==> config.mk <==
export PLATFORM = sky130hd
export DESIGN_NAME = fetch_unit_bp
export DESIGN_NICKNAME = d
export VERILOG_FILES = /design/src/rtl/fetch_pkg.sv /design/src/rtl/fetch_bht.sv /design/src/rtl/fetch_unit_bp.sv
export SDC_FILE = /design/constraint.sdc
export NUM_CORES = 1
export LEC_CHECK = 0
export CAP_MARGIN = 30
export CORE_AREA = 2 2 109 111
export DETAILED_ROUTE_END_ITERATION = 12
export DIE_AREA = 0 0 111 113
export GPL_ROUTABILITY_DRIVEN = 1
export GPL_TIMING_DRIVEN = 0
export PLACE_DENSITY = 0.86
export SLEW_MARGIN = 25
export SYNTH_ARGS = -nofsm -noshare
export SYNTH_HDL_FRONTEND = slang
export SYNTH_SLANG_ARGS = --single-unit
==> constraint.sdc <==
create_clock -name clk -period 4.1 [get_ports clk]
set_input_delay 0.41 -clock clk [delete_from_list [all_inputs] [get_ports clk]]
set_output_delay 0.41 -clock clk [all_outputs]
set_load 0.05 [all_outputs]
==> src/rtl/fetch_pkg.sv <==
// Shared definitions for the instruction-fetch stage.
// Holds the predictable-branch opcode, the 2-bit branch counter type and its
// encodings, and the saturating counter update function.
package fetch_pkg;

    localparam logic [5:0] BRANCH_OP = 6'b000100;

    typedef logic [1:0] ctr_t;

    localparam ctr_t SNT       = 2'b00;
    localparam ctr_t WNT       = 2'b01;
    localparam ctr_t WT        = 2'b10;
    localparam ctr_t ST        = 2'b11;
    localparam ctr_t CTR_RESET = WNT;

    // Saturating increment on taken, saturating decrement on not-taken.
    function automatic ctr_t ctr_next(input ctr_t c, input logic taken);
        if (taken) begin
            return (c == ST) ? ST : ctr_t'(c + 2'd1);
        end
        return (c == SNT) ? SNT : ctr_t'(c - 2'd1);
    endfunction

endpackage

==> src/rtl/fetch_bht.sv <==
// Branch history table: an array of 2-bit saturating counters.
// Ports:
//   clk, rst            clock, synchronous active-high reset (all entries -> WNT)
//   rd_idx / rd_taken   combinational read: MSB of the indexed counter
//   upd_valid, upd_idx, upd_taken   counter update on the rising edge
// A read of an entry being updated in the same cycle returns the old value.
module fetch_bht
    import fetch_pkg::*;
#(
    parameter int unsigned DEPTH = 64
) (
    input  logic                     clk,
    input  logic                     rst,
    input  logic [$clog2(DEPTH)-1:0] rd_idx,
    output logic                     rd_taken,
    input  logic                     upd_valid,
    input  logic [$clog2(DEPTH)-1:0] upd_idx,
    input  logic                     upd_taken
);

    ctr_t ctr_q [DEPTH];

    always_ff @(posedge clk) begin
        if (rst) begin
            for (int i = 0; i < int'(DEPTH); i++) begin
                ctr_q[i] <= CTR_RESET;
            end
        end else if (upd_valid) begin
            ctr_q[upd_idx] <= ctr_next(ctr_q[upd_idx], upd_taken);
        end
    end

    assign rd_taken = ctr_q[rd_idx][1];

endmodule

==> src/rtl/fetch_unit_bp.sv <==
// Instruction-fetch stage with PC register, IF/ID register and beq prediction.
// Ports:
//   clk, rst                 clock, synchronous active-high reset
//   pc_write, ifid_write     hazard stalls for PC and IF/ID (0 = hold)
//   imem_addr / imem_data    combinational instruction memory interface
//   ifid_*                   IF/ID register contents
//   res_*                    branch resolution from ID/EX
//   mispredict               resolved branch disagrees with its prediction
// Build option: FETCH_BHT_EN enables the 2-bit BHT and dynamic prediction;
// without it the stage predicts every branch not-taken.
module fetch_unit_bp
    import fetch_pkg::*;
#(
    parameter int unsigned     XLEN          = 32,
    parameter int unsigned     BHT_DEPTH     = 64,
    parameter logic [XLEN-1:0] RESET_PC      = '0,
    parameter logic [5:0]      BRANCH_OPCODE = BRANCH_OP
) (
    input  logic            clk,
    input  logic            rst,
    input  logic            pc_write,
    input  logic            ifid_write,
    output logic [XLEN-1:0] imem_addr,
    input  logic [XLEN-1:0] imem_data,
    output logic [XLEN-1:0] ifid_instr,
    output logic [XLEN-1:0] ifid_pc4,
    output logic            ifid_valid,
    output logic            ifid_pred_taken,
    input  logic            res_valid,
    input  logic [XLEN-1:0] res_pc,
    input  logic            res_taken,
    input  logic            res_pred_taken,
    input  logic [XLEN-1:0] res_target,
    output logic            mispredict
);

    localparam logic [XLEN-1:0] FOUR = XLEN'(4);

    logic [XLEN-1:0] pc_q, pc_d;
    logic [XLEN-1:0] pc_plus4;
    logic [XLEN-1:0] pred_target;
    logic            pred;

    logic [XLEN-1:0] ifid_instr_q, ifid_pc4_q;
    logic            ifid_valid_q, ifid_pred_q;

    assign imem_addr  = pc_q;
    assign pc_plus4   = pc_q + FOUR;
    assign mispredict = res_valid & (res_taken != res_pred_taken);

`ifdef FETCH_BHT_EN
    localparam int unsigned IW = $clog2(BHT_DEPTH);

    logic is_br;
    logic bht_taken;

    fetch_bht #(
        .DEPTH(BHT_DEPTH)
    ) u_bht (
        .clk      (clk),
        .rst      (rst),
        .rd_idx   (pc_q[IW+1:2]),
        .rd_taken (bht_taken),
        .upd_valid(res_valid),
        .upd_idx  (res_pc[IW+1:2]),
        .upd_taken(res_taken)
    );

    assign is_br       = (imem_data[31:26] == BRANCH_OPCODE);
    assign pred        = is_br & bht_taken;
    assign pred_target = pc_plus4 + {{(XLEN-18){imem_data[15]}}, imem_data[15:0], 2'b00};
`else
    // Static not-taken: the target path is never selected.
    assign pred        = 1'b0;
    assign pred_target = pc_plus4;
`endif

    always_comb begin
        pc_d = pc_plus4;
        if (mispredict) begin
            pc_d = res_taken ? res_target : (res_pc + FOUR);
        end else if (!pc_write) begin
            pc_d = pc_q;
        end else if (pred) begin
            pc_d = pred_target;
        end
    end

    always_ff @(posedge clk) begin
        if (rst) begin
            pc_q <= RESET_PC;
        end else begin
            pc_q <= pc_d;
        end
    end

    // A mispredict flushes the wrong-path instruction even during a stall.
    always_ff @(posedge clk) begin
        if (rst || mispredict) begin
            ifid_instr_q <= '0;
            ifid_pc4_q   <= '0;
            ifid_valid_q <= 1'b0;
            ifid_pred_q  <= 1'b0;
        end else if (ifid_write) begin
            ifid_instr_q <= imem_data;
            ifid_pc4_q   <= pc_plus4;
            ifid_valid_q <= 1'b1;
            ifid_pred_q  <= pred;
        end
    end

    assign ifid_instr      = ifid_instr_q;
    assign ifid_pc4        = ifid_pc4_q;
    assign ifid_valid      = ifid_valid_q;
    assign ifid_pred_taken = ifid_pred_q;

endmodule

Word level (Yosys, flattened, before mapping)
Cells that the tools add are included.
{"block": "totals", "ff_bits": 97, "latch_bits": 0, "mem_bits_rw": 0, "romBits": 0, "input_bits": 103, "out_inout_bits": 99, "memories": 0}
{"block": "op_classes", "n_addsub": 2, "mul": 0, "div_mod_pow": 0, "magnitude_cmp": 0, "n_eq_ne": 1, "shifts": 0, "n_mux": 3, "bitwise_logic": 1, "n_reduce_logical": 2}
{"op": "two-way mux 32 bit", "count": 3}
{"op": "adder 32 x 3 -> 32 bit, second input constant", "count": 2}
{"op": "nonzero test 2 bit", "count": 1}
{"op": "AND 1 bit", "count": 1}
{"op": "logical OR 1 bit", "count": 1}
{"op": "!= test 1 bit", "count": 1}

Logic depth before layout (Yosys ltp)
Gate-level depths: netlist of the first run.
{"block": "depth", "word_depth": 3, "ltp_mapped": 8}

Worst setup path after synthesis of the first run
OpenSTA, ideal clock, no wires.
{"block": "synth_path", "path_type": "flip-flop to flip-flop", "startpoint": "reg pc_q[2], in the netlist imem_addr[2]", "endpoint": "reg pc_q[28], in the netlist imem_addr[28]", "setup_ps": 86, "t_arrival_ps": 2278, "required_time_ps": 4014, "slack_ps": 1736, "stages_incl_launch_ff": 8, "path_buffers": 1, "period_less_slack_ps": 2364, "cell_sequence": "dfxtp_1 > ha_1 > buf_2 > nand3_1 > nor4_4 > nand4_1 > xor2_1 > a221oi_2"}
{"block": "synth_via", "elab_chain_cells": 3}
{"item": "start: declaration", "line_no": "fetch_unit_bp.sv:39", "source": "logic [XLEN-1:0] pc_q, pc_d;"}
{"item": "start signal: assignment", "line_no": "fetch_unit_bp.sv:93", "source": "pc_q <= pc_d;"}
{"item": "adder 32 x 3 -> 32 bit", "line_no": "fetch_unit_bp.sv:48", "source": "assign pc_plus4 = pc_q + FOUR;"}
{"item": "two-way mux 32 bit", "line_no": "fetch_unit_bp.sv:82", "source": "end else if (!pc_write) begin"}
{"item": "two-way mux 32 bit", "line_no": "fetch_unit_bp.sv:80", "source": "if (mispredict) begin"}
No other way between the ends. The select of a mux whose other input is x is not followed.
A chain may end at the register's enable or synchronous reset.

Final worst setup path of the first run
{"block": "layout_path", "startpoint": "in res_taken", "endpoint": "out mispredict"}
{"block": "layout_via", "elab_chain_cells": 2}
{"item": "start: declaration", "line_no": "fetch_unit_bp.sv:31", "source": "input logic res_taken,"}
{"item": "!= test 1 bit", "line_no": "fetch_unit_bp.sv:49", "source": "assign mispredict = res_valid & (res_taken != res_pred_taken);"}
{"item": "AND 1 bit", "line_no": "fetch_unit_bp.sv:49"}
{"item": "end: declaration", "line_no": "fetch_unit_bp.sv:34", "source": "output logic mispredict"}
No other way between the ends.

==> qor.csv, run 1 <==
stage,metric,value,unit
timing,final period utilization,0.815,
setup_path,critical path's largest stage delay,0.91,ns
clock_tree,Hold Buf Count CTS,0,
pwr,P per Cell Area,339,nW/um^2
cells_and_area,area grow syn2layout,45.7,%
setup_path,Critical Path RT,3.69,ns
global_routing,antenna violations before repair,0,
yosys,"Seq/Total Area, Yosys",0.357,
clock_tree,postcts setup bufs,0,
setup_path,Reg-to-Reg End,imem_addr[28],
global_routing,global-route wire length before repair,28500,um
timing,Tmin final,3.34,ns
setup_path,reg2reg start,imem_addr[2],
timing,Final Worst Setup Slack,0.759,ns
route,routed len/inst,18.1,um
timing,Setup TNS,0,ns
clock_tree,TritonCTS Buffers,9,
pwr,Max VDD drop,0.241,mV
hold_path,min-delay src,ifid_valid,
route,DR pass1 iterations,5,
floorplanning,DIE WIDTH,111,um
timing,Worst Tran Pin Value,0.747,ns
pwr,clock network fraction of total power,0.323,
cells_and_area,antenna cells,0,
floorplanning,row cnt,39,
timing,RSZ-0062 raised after global routing,false,
clock_tree,clk sink count,97,
yosys,Syn Area/Cell,8.54,sq um
run_status,status,finished clean,
cells_and_area,multi-input logic area,3250,sq um
route,via density per instance,5.69,
cells_and_area,register area,1940,sq um
global_routing,GRT overflow,0,
timing,final setup vio count,0,
timing,final hold vios,0,
floorplanning,Core ar.,11300,sq um
place,Port Buffer Count,199,
global_routing,largest net degree at the start of global routing,17,
floorplanning,Die Span Y,113,um
place,pre-CTS WS,0.783,ns
yosys,Post-synth EDFFs,0,
hold_path,min-delay worst type,flop to flop,
pwr,switching power,0.879,mW
global_routing,gr usage total,0.279,
pwr,sequential power share,0.398,
timing,Slew Limit Fails,0,
setup_path,kind of critical path,primary input to primary output,
hold_path,WHS Path Cells,2,
clock_tree,clock-pin transition on the worst setup and hold timing paths,0.07,ns
route,Routed WL,18000,um
setup_path,crit path max fanout,10,
clock_tree,CTS tree,yes,
place,DP Cell Count,978,
global_routing,vias in the first global route,5510,
clock_tree,H-Tree Level Count,3,
route,via count,5658,
pwr,Comb pwr share,0.278,
pwr,internal power,1.81,mW
yosys,Async SR Flop Fraction,0,
cells_and_area,Layout Nets,951,
cells_and_area,most frequent cells in the layout,"clkdlybuf4s50_1, dfxtp_1, nor2_1",
yosys,Netlist cell types,57,
route,DRC viols,0,
route,Post-DRT Antenna Nets,0,
setup_path,"setup slack, reg-to-reg",1.68,ns
timing,Rel. slew slack,0.502,
clock_tree,Post-CTS Resized,0,
setup_path,critical path arrival,2.93,ns
setup_path,crit path cell chain,"clkdlybuf4s50_1, xor2_1, nand2_1, inv_1, clkbuf_1, clkdlybuf4s50_1",
cells_and_area,Final Util,0.703,
setup_path,type of element capturing the critical path,primary output,
cells_and_area,ratio of cells with drive above 1 in the final layout,0.0541,
pwr,Sw Share,0.327,
cells_and_area,"commonest non-fill, non-tap cell in the layout",clkdlybuf4s50_1,
floorplanning,# IOs,202,
floorplanning,Starting Density,0.482,
timing,Fin Hold WS,0.488,ns
yosys,"FF+latch count, synth",97,
yosys,yosys warns,0,
hold_path,hold path endpoint,ifid_valid,
route,Starting DRT DRC Count,356,
clock_tree,Bufs on Longest Clock Path,2,
pwr,leakage,2.95,nW
yosys,Mapped Cells,636,
place,RePlAce Congestion,0.956,
setup_path,R2R cell count,7,
timing,Clock Skew,0.00563,ns
setup_path,CP Launch Type,primary input,
setup_path,critical path's slowest cell,clkdlybuf4s50_1,
run,# Max-Cap Violations,0,
yosys,syn nets,741,
floorplanning,die area,12500,sq um
yosys,mapped cell area,5430,sq um
setup_path,"most used cell, CP",clkdlybuf4s50_1,
clock_tree,Clock Latency Late Sink,0.34,ns
yosys,Main synth FF type,dfxtp_1,
timing,max frequency,299,MHz
place,DPL Wire Length,14200,um
cells_and_area,# fillers,909,
clock_tree,clk root buf,clkbuf_16,
cells_and_area,Final Non-Filler Cells,994,
## how the worst max path moves through the flow
stage	startpoint	end	slack [ns]	depth (start not counted)
2_1_floorplan	imem_addr[2]	imem_addr[28]	1.74	7
3_3_place_gp	res_taken	mispredict	0.82	6
3_5_place_dp	res_taken	mispredict	0.78	6
4_1_cts	res_taken	mispredict	0.78	6
5_1_grt	res_taken	mispredict	0.62	6
6_report	res_taken	mispredict	0.76	6
## flip-flops by register name (all words and copies together), names as in the netlist
signal and cells:
ifid_pc4 32, imem_addr 32, ifid_instr 32, ifid_valid 1
## stage by stage
step           area [sq um]  total power, mW
5_1_grt                7920             2.77
4_1_cts                7920             2.69
2_1_floorplan          5430             1.51
6_report               7920             2.69
3_5_place_dp           7600             1.83
3_3_place_gp           7600             1.81
## synth_stat cells, types with 4 or more instances
master	number	area, sq um
dfxtp_1	97	1940
nor2_1	73	274
xor2_1	47	412
mux2i_1	45	450
nand4_1	38	238
a211oi_1	35	263
nand2_1	32	120
nand3_1	32	160
clkbuf_1	28	105
o21ai_0	28	140
xnor2_1	24	210
a21oi_1	23	115
and3_1	17	106
buf_2	9	45.0
inv_1	9	33.8
and2_1	8	50.1
nor3_1	8	40.0
and4_1	7	61.3
buf_1	6	22.5
nor4_1	6	37.5
buf_4	5	37.5
nor4_4	4	85.1
o22ai_1	4	25.0
## area by class of cell
class / count / share of cell area
tap: 143 / 0.0226
sequential: 97 / 0.245
multi-input combinational: 482 / 0.410
buffer: 48 / 0.0265
timing repair buffer: 199 / 0.252
inverter: 9 / 0.00427
clock inverter: 5 / 0.00774
clock buffer: 11 / 0.0319
## power groups by stage
stage                     Combinational, mW  Sequential (mW)  Clock [mW]
after floorplan                       0.224             1.29           0
after global placement                0.730             1.08           0
after detailed placement              0.742             1.09           0
after CTS                             0.747             1.07       0.877
after global routing                  0.788             1.08       0.908
final                                 0.748             1.07       0.870
## per-layer routing
| metal | wire [um] | vias to the layer above | share of wire | track usage |
|---|---|---|---|---|
| met5 | 0 | - | 0 | 0 |
| met2 | 8800 | 288 | 0.49 | 0.479 |
| li1 | - | 2722 | - | - |
| met3 | 1210 | 37 | 0.067 | 0.0407 |
| met4 | 404 | 0 | 0.022 | 0.117 |
| met1 | 7600 | 2611 | 0.42 | 0.353 |
## kinds of logic after synthesis
| family | share of synthesized area |
|---|---|
| and+or+nand+nor | 0.252 |
| DFF | 0.357 |
| other | 0.000690 |
| xor gates and xnor gates | 0.114 |
| muxes | 0.0829 |
| buffers and inverters | 0.0449 |
| adders and majority gates | 0.00460 |
| AOI/OAI and AO/OA | 0.143 |
## critical path: cells and delay by family
family        cells  cell delay [ns]
simple gates      1             0.12
buf+inv           4             2.18
xor+xnor          1             0.22
No activity file was read; power rests on OpenSTA's default activity.
==> run 2, diff against run 1 <==
CORE_AREA = 2 2 119 121   (was 2 2 109 111)
DIE_AREA = 0 0 121 123   (was 0 0 111 113)
PLACE_DENSITY = 0.76   (was 0.86)
clock period = 2.9 ns   (was 4.1 ns; I/O delays follow)
==> run 2 against run 1 <==
  * Design area increased by 0.27%
  * Die area grew 19%
  * Global-route usage down 5.4 points
  * Worst setup slack got worse by 0.58 ns
  * Combinational power is 40% higher
  * Clock-buffer cell count up 1
  * Utilization is 12 points lower
  * Non-clock buffer count is the same
  * Sequential power increased by 41%
  * Critical path type unchanged
  * Largest cell class unchanged
==> qor.csv, run 2 (synthesis results as in run 1) <==
stage,metric,value,unit,change
run_status,status,finished clean,,
floorplanning,row cnt,43,,+10%
cells_and_area,Final Util,0.583,,-0.119
clock_tree,Clock Latency Late Sink,0.34,ns,about the same
global_routing,antenna violations before repair,0,,unchanged
floorplanning,Die Span Y,123,um,+8.8%
route,DRC viols,0,,unchanged
floorplanning,Core ar.,13600,sq um,+21%
timing,final period utilization,0.937,,
clock_tree,clk sink count,97,,unchanged
timing,Worst Tran Pin Value,0.720,ns,-0.0272 ns
cells_and_area,area grow syn2layout,46.1,%,
hold_path,hold path endpoint,ifid_pc4[25],,
setup_path,critical path arrival,2.43,ns,-0.50 ns
place,Port Buffer Count,199,,unchanged
setup_path,reg2reg start,imem_addr[2],,
global_routing,GRT overflow,0,,unchanged
setup_path,kind of critical path,primary input to primary output,,
clock_tree,Hold Buf Count CTS,0,,unchanged
setup_path,type of element capturing the critical path,primary output,,
pwr,Max VDD drop,0.272,mV,+13%
clock_tree,H-Tree Level Count,3,,unchanged
pwr,total design power,3.72,mW,+39%
route,via density per instance,5.26,,-7.5%
cells_and_area,antenna cells,0,,unchanged
setup_path,"Buf+Inv Stages, Crit Path",4,,unchanged
setup_path,critical path's slowest cell,dlygate4sd2_1,,
setup_path,"setup slack, reg-to-reg",0.53,ns,-1.15 ns
route,routed len/inst,16.8,um,-7.3%
clock_tree,postcts setup bufs,0,,unchanged
cells_and_area,# fillers,1228,,+35%
route,via count,5428,,-4.1%
setup_path,Top delay family on crit path,buffers and inverters,,
setup_path,critical path's largest stage delay,0.59,ns,-0.32 ns
route,Routed WL,17300,um,-3.9%
hold_path,WHS Path Cells,3,,+1
setup_path,crit path cell chain,"clkdlybuf4s50_1, xor2_1, nand2_1, inv_1, clkbuf_1, dlygate4sd2_1",,
floorplanning,die area,14900,sq um,+19%
timing,max frequency,368,MHz,
global_routing,global-route wire length before repair,26600,um,-6.8%
setup_path,CP Launch Type,primary input,,
timing,RSZ-0062 raised after global routing,false,,
floorplanning,DIE WIDTH,121,um,+9.0%
floorplanning,Starting Density,0.399,,-0.0829
setup_path,Reg-to-Reg End,imem_addr[28],,
place,DP Cell Count,1015,,+3.8%
cells_and_area,Layout Nets,951,,unchanged
cells_and_area,Final Non-Filler Cells,1031,,+3.7%
timing,final setup vio count,0,,unchanged
setup_path,Critical Path RT,2.61,ns,-1.08 ns
route,DR pass1 iterations,5,,unchanged
run,# Max-Cap Violations,0,,unchanged
pwr,P per Cell Area,469,nW/um^2,+38%
hold_path,min-delay src,ifid_write,,
clock_tree,TritonCTS Buffers,9,,unchanged
clock_tree,Bufs on Longest Clock Path,2,,unchanged
route,Starting DRT DRC Count,307,,-14%
global_routing,vias in the first global route,5123,,-7.0%
hold_path,min-delay worst type,primary input to flop,,
cells_and_area,ratio of cells with drive above 1 in the final layout,0.0529,,-0.00118
cells_and_area,most frequent cells in the layout,"clkdlybuf4s50_1, dfxtp_1, nor2_1",,
timing,Tmin final,2.72,ns,
global_routing,largest net degree at the start of global routing,17,,unchanged
place,RePlAce Congestion,0.965,,+0.99%
clock_tree,clock-pin transition on the worst setup and hold timing paths,0.06,ns,about the same
clock_tree,CTS tree,yes,,
global_routing,gr usage total,0.226,,-0.0535
route,Post-DRT Antenna Nets,0,,unchanged
setup_path,crit path max fanout,10,,unchanged
timing,Clock Skew,0.00782,ns,+0.00219 ns
cells_and_area,"commonest non-fill, non-tap cell in the layout",clkdlybuf4s50_1,,
floorplanning,# IOs,202,,unchanged
timing,final hold vios,0,,unchanged
timing,Rel. slew slack,0.520,,+0.0181
pwr,leakage,2.93,nW,-0.45%
setup_path,R2R cell count,7,,unchanged
clock_tree,clk root buf,clkbuf_16,,
clock_tree,Post-CTS Resized,1,,+1
place,DPL Wire Length,13700,um,-3.2%
timing,Slew Limit Fails,0,,unchanged
==> run 2: layout make-up <==
| type | instances | area [sq um] | area share |
|---|---|---|---|
| clock buffers | 12 | 256 | 0.0323 |
| repair buffers | 199 | 1990 | 0.251 |
| inverters | 9 | 33.8 | 0.00425 |
| plain buffers | 48 | 210 | 0.0265 |
| multi-input cells | 482 | 3250 | 0.409 |
| clock inverters | 4 | 33.8 | 0.00425 |
| flip-flops and latches | 97 | 1940 | 0.245 |
| well taps | 180 | 225 | 0.0284 |
==> run 2: how the worst max path moves through the flow <==
stage	slack [ns]	depth (start not counted)	start	to
2_1_floorplan	0.54	7	imem_addr[2]	imem_addr[28]
3_3_place_gp	-0.11	6	res_taken	mispredict
3_5_place_dp	-0.12	6	res_taken	mispredict
4_1_cts	0.19	6	res_taken	mispredict
5_1_grt	0.04	6	res_taken	mispredict
6_report	0.18	6	res_taken	mispredict
==> run 2: per-stage QoR <==
stage | worst slack [ns] | hold slack (ns) | area, sq um | setup TNS, ns
6_report | 0.182 | 0.418 | 7940 | 0
2_1_floorplan | 0.536 | 0.359 | 5430 | 0
5_1_grt | 0.0409 | 0.450 | 7940 | 0
3_3_place_gp | -0.112 | 0.447 | 7650 | -0.112
4_1_cts | 0.187 | 0.406 | 7940 | 0
3_5_place_dp | -0.124 | 0.466 | 7650 | -0.124
==> run 2: report_power, final <==
part / internal, mW / switching (mW)
Sequential: 1.42 / 0.0875
Clock: 0.637 / 0.528
Combinational: 0.414 / 0.634
==> run 2: worst min-delay path, stage by stage <==
cell      delay (ns)
clkbuf_1        0.21
nor2_1          0.15
a211oi_1        0.05
==> run 2: routing by layer <==
layer,up-vias,GRT usage,share of wire
met2,224,0.359,0.45
met1,2456,0.302,0.45
met3,22,0.0475,0.076
met4,0,0.0828,0.017
li1,2726,-,-
met5,-,0,0
==> run 3, diff against run 2 <==
CELL_PAD_IN_SITES_DETAIL_PLACEMENT = 0   (was not set)
CELL_PAD_IN_SITES_GLOBAL_PLACEMENT = 1   (was not set)
CORE_AREA = 2 2 134 136   (was 2 2 119 121)
DIE_AREA = 0 0 136 138   (was 0 0 121 123)
PLACE_DENSITY = not set   (was 0.76)
PLACE_DENSITY_LB_ADDON = 0.1   (was not set)
SETUP_SLACK_MARGIN = 0.2   (was not set)
clock period = 2.8 ns   (was 2.9 ns; I/O delays follow)
==> run 3 against run 2 <==
  * Hold slack got worse by 0.025 ns
  * Via count fell by 1.3%
  * Register-to-register slack got worse by 0.09 ns
  * Sequential share of layout area fell by 0.17 points
  * Largest power group unchanged
  * Critical path depth rose by 1
  * Worst setup slack improved by 0.25 ns
  * Clock-buffer cell count fell by 2
  * Highest routed layer unchanged
  * Die area rose by 26%
  * Clock skew rose by 0.0024 ns
  * Clock power rose by 3%
  * Cell count rose by 4.8%
==> qor.csv, run 3 (synthesis results as in run 1) <==
stage,metric,value,unit,change
global_routing,largest net degree at the start of global routing,18,,+1
floorplanning,Die Span Y,138,um,+12%
floorplanning,die area,18800,sq um,+26%
cells_and_area,antenna cells,0,,unchanged
clock_tree,H-Tree Level Count,3,,unchanged
setup_path,Critical Path RT,3.08,ns,+0.47 ns
setup_path,crit path max fanout,8,,-2
route,Routed WL,18700,um,+8.3%
clock_tree,Clock Latency Late Sink,0.36,ns,+0.02 ns
place,Post-Place Cell Area,7710,sq um,+0.80%
setup_path,critical path arrival,2.64,ns,+0.21 ns
cells_and_area,ratio of cells with drive above 1 in the final layout,0.0564,,+0.00353
global_routing,gr usage total,0.196,,-0.0297
clock_tree,clock-pin transition on the worst setup and hold timing paths,0.08,ns,+0.02 ns
global_routing,antenna violations before repair,0,,unchanged
hold_path,min-delay src,ifid_write,,
hold_path,hold path endpoint,ifid_pc4[23],,
hold_path,min-delay worst type,primary input to flop,,
cells_and_area,final instance area,8000,sq um,+0.71%
setup_path,kind of critical path,flop to flop,,
clock_tree,clk sink count,97,,unchanged
clock_tree,Bufs on Longest Clock Path,2,,unchanged
route,Post-DRT Antenna Nets,0,,unchanged
pwr,leakage,2.93,nW,about the same
global_routing,GRT overflow,0,,unchanged
floorplanning,DIE WIDTH,136,um,+12%
global_routing,gr busiest metal,met2,,
timing,Worst Tran Pin Value,0.759,ns,+0.0390 ns
place,pre-CTS WS,-0.314,ns,-0.190 ns
cells_and_area,area grow syn2layout,47.2,%,
timing,final setup vio count,0,,unchanged
floorplanning,Core ar.,17500,sq um,+29%
timing,Fin Hold WS,0.393,ns,-0.0249 ns
setup_path,reg2reg start,imem_addr[2],,
clock_tree,clk root buf,clkbuf_16,,
place,DPL Wire Length,15100,um,+9.9%
timing,RSZ-0062 raised after global routing,false,,
route,via density per instance,4.96,,-5.8%
clock_tree,CTS tree,yes,,
timing,Rel. slew slack,0.490,,-0.0299
setup_path,type of element capturing the critical path,flop,,
timing,final hold vios,0,,unchanged
place,Port Buffer Count,199,,unchanged
setup_path,R2R cell count,7,,unchanged
timing,Slew Limit Fails,0,,unchanged
place,RePlAce Congestion,0.835,,-14%
global_routing,met1 Usage GRT,0.263,,-0.0391
global_routing,global-route wire length before repair,28800,um,+8.5%
clock_tree,TritonCTS Buffers,9,,unchanged
timing,final period utilization,0.844,,
cells_and_area,Layout Nets,951,,unchanged
hold_path,WHS Path Cells,3,,unchanged
pwr,P per Cell Area,483,nW/um^2,+3.1%
pwr,Max VDD drop,0.241,mV,-12%
route,DR pass1 iterations,4,,-1
global_routing,met3 usage,0.0359,,-0.0116
route,Starting DRT DRC Count,304,,-0.98%
cells_and_area,"commonest non-fill, non-tap cell in the layout",clkdlybuf4s50_1,,
timing,max frequency,423,MHz,
setup_path,CP Launch Type,flop,,
global_routing,vias in the first global route,5333,,+4.1%
timing,Clock Skew,0.0102,ns,+0.00243 ns
setup_path,"setup slack, reg-to-reg",0.44,ns,-0.09 ns
run_status,status,finished clean,,
route,DRC viols,0,,unchanged
route,via count,5357,,-1.3%
floorplanning,# IOs,202,,unchanged
pwr,total design power,3.87,mW,+3.8%
floorplanning,row cnt,49,,+14%
global_routing,grt met2 use,0.315,,-0.0439
timing,Tmin final,2.36,ns,
setup_path,Reg-to-Reg End,imem_addr[28],,
cells_and_area,most frequent cells in the layout,"clkdlybuf4s50_1, dfxtp_1, nor2_1",,
floorplanning,Starting Density,0.310,,-0.0893
run,# Max-Cap Violations,0,,unchanged
timing,Final Worst Setup Slack,0.436,ns,+0.254 ns
route,routed len/inst,17.3,um,+3.3%
run 3: cell count changes in the layout (fill, tap and decap cells not counted), sizes merged:
cell         previous run  this run
clkinvlp                1         2
inv                    11        12
dlygate4sd2             1         0
clkbuf                 40        39
run 3: worst max-delay path: stages, from the launching register on:
cell and delay, ns:
dfxtp_1 0.44, ha_1 0.18, buf_2 0.18, nand3_1 0.20
nor4_4 0.62, nand4_1 0.21, xor2_1 0.20, a221oi_2 0.26
run 3: layout make-up:
type / count / area, sq um
clock buffer: 10 / 239
tap: 229 / 287
inverter: 9 / 33.8
timing repair buffer: 199 / 1990
sequential: 97 / 1940
buffer: 48 / 211
fill: 1768 / 9540
multi-input combinational: 482 / 3250
clock inverter: 6 / 48.8
run 3: worst max path at each step:
stage          slack, ns  cells past startpoint            end    startpoint
5_1_grt             0.22                      7  imem_addr[28]  imem_addr[2]
2_1_floorplan       0.44                      7  imem_addr[28]  imem_addr[2]
6_report            0.44                      7  imem_addr[28]  imem_addr[2]
3_5_place_dp       -0.31                      6     mispredict     res_taken
4_1_cts             0.22                      6     mispredict     res_taken
3_3_place_gp       -0.31                      6     mispredict     res_taken
run 3: routing by layer:
layer / part of all wire / up-vias
met5: 0 / -
met4: 0.022 / 0
met3: 0.059 / 28
met2: 0.46 / 189
met1: 0.46 / 2418
li1: - / 2722
run 3: repair_timing:
action | 4_1_cts | 5_1_grt
gates cloned | 0 | 0
gates resized for setup | 3 | 1
hold buffers | 0 | 0
buffers inserted | 0 | 0
endpoints found under the setup margin | 1 | 1
run 3: stage by stage:
stage,cells,util,TNS (ns)
2_1_floorplan,636,-,0
3_3_place_gp,1064,0.440,-0.313
3_5_place_dp,1064,0.440,-0.314
4_1_cts,1080,0.456,0
5_1_grt,1080,0.456,0
6_report,1080,0.456,0
run 3: power breakdown:
part           switching [mW]  internal, mW
combinational           0.662         0.429
clock                   0.571         0.638
sequential             0.0924          1.47
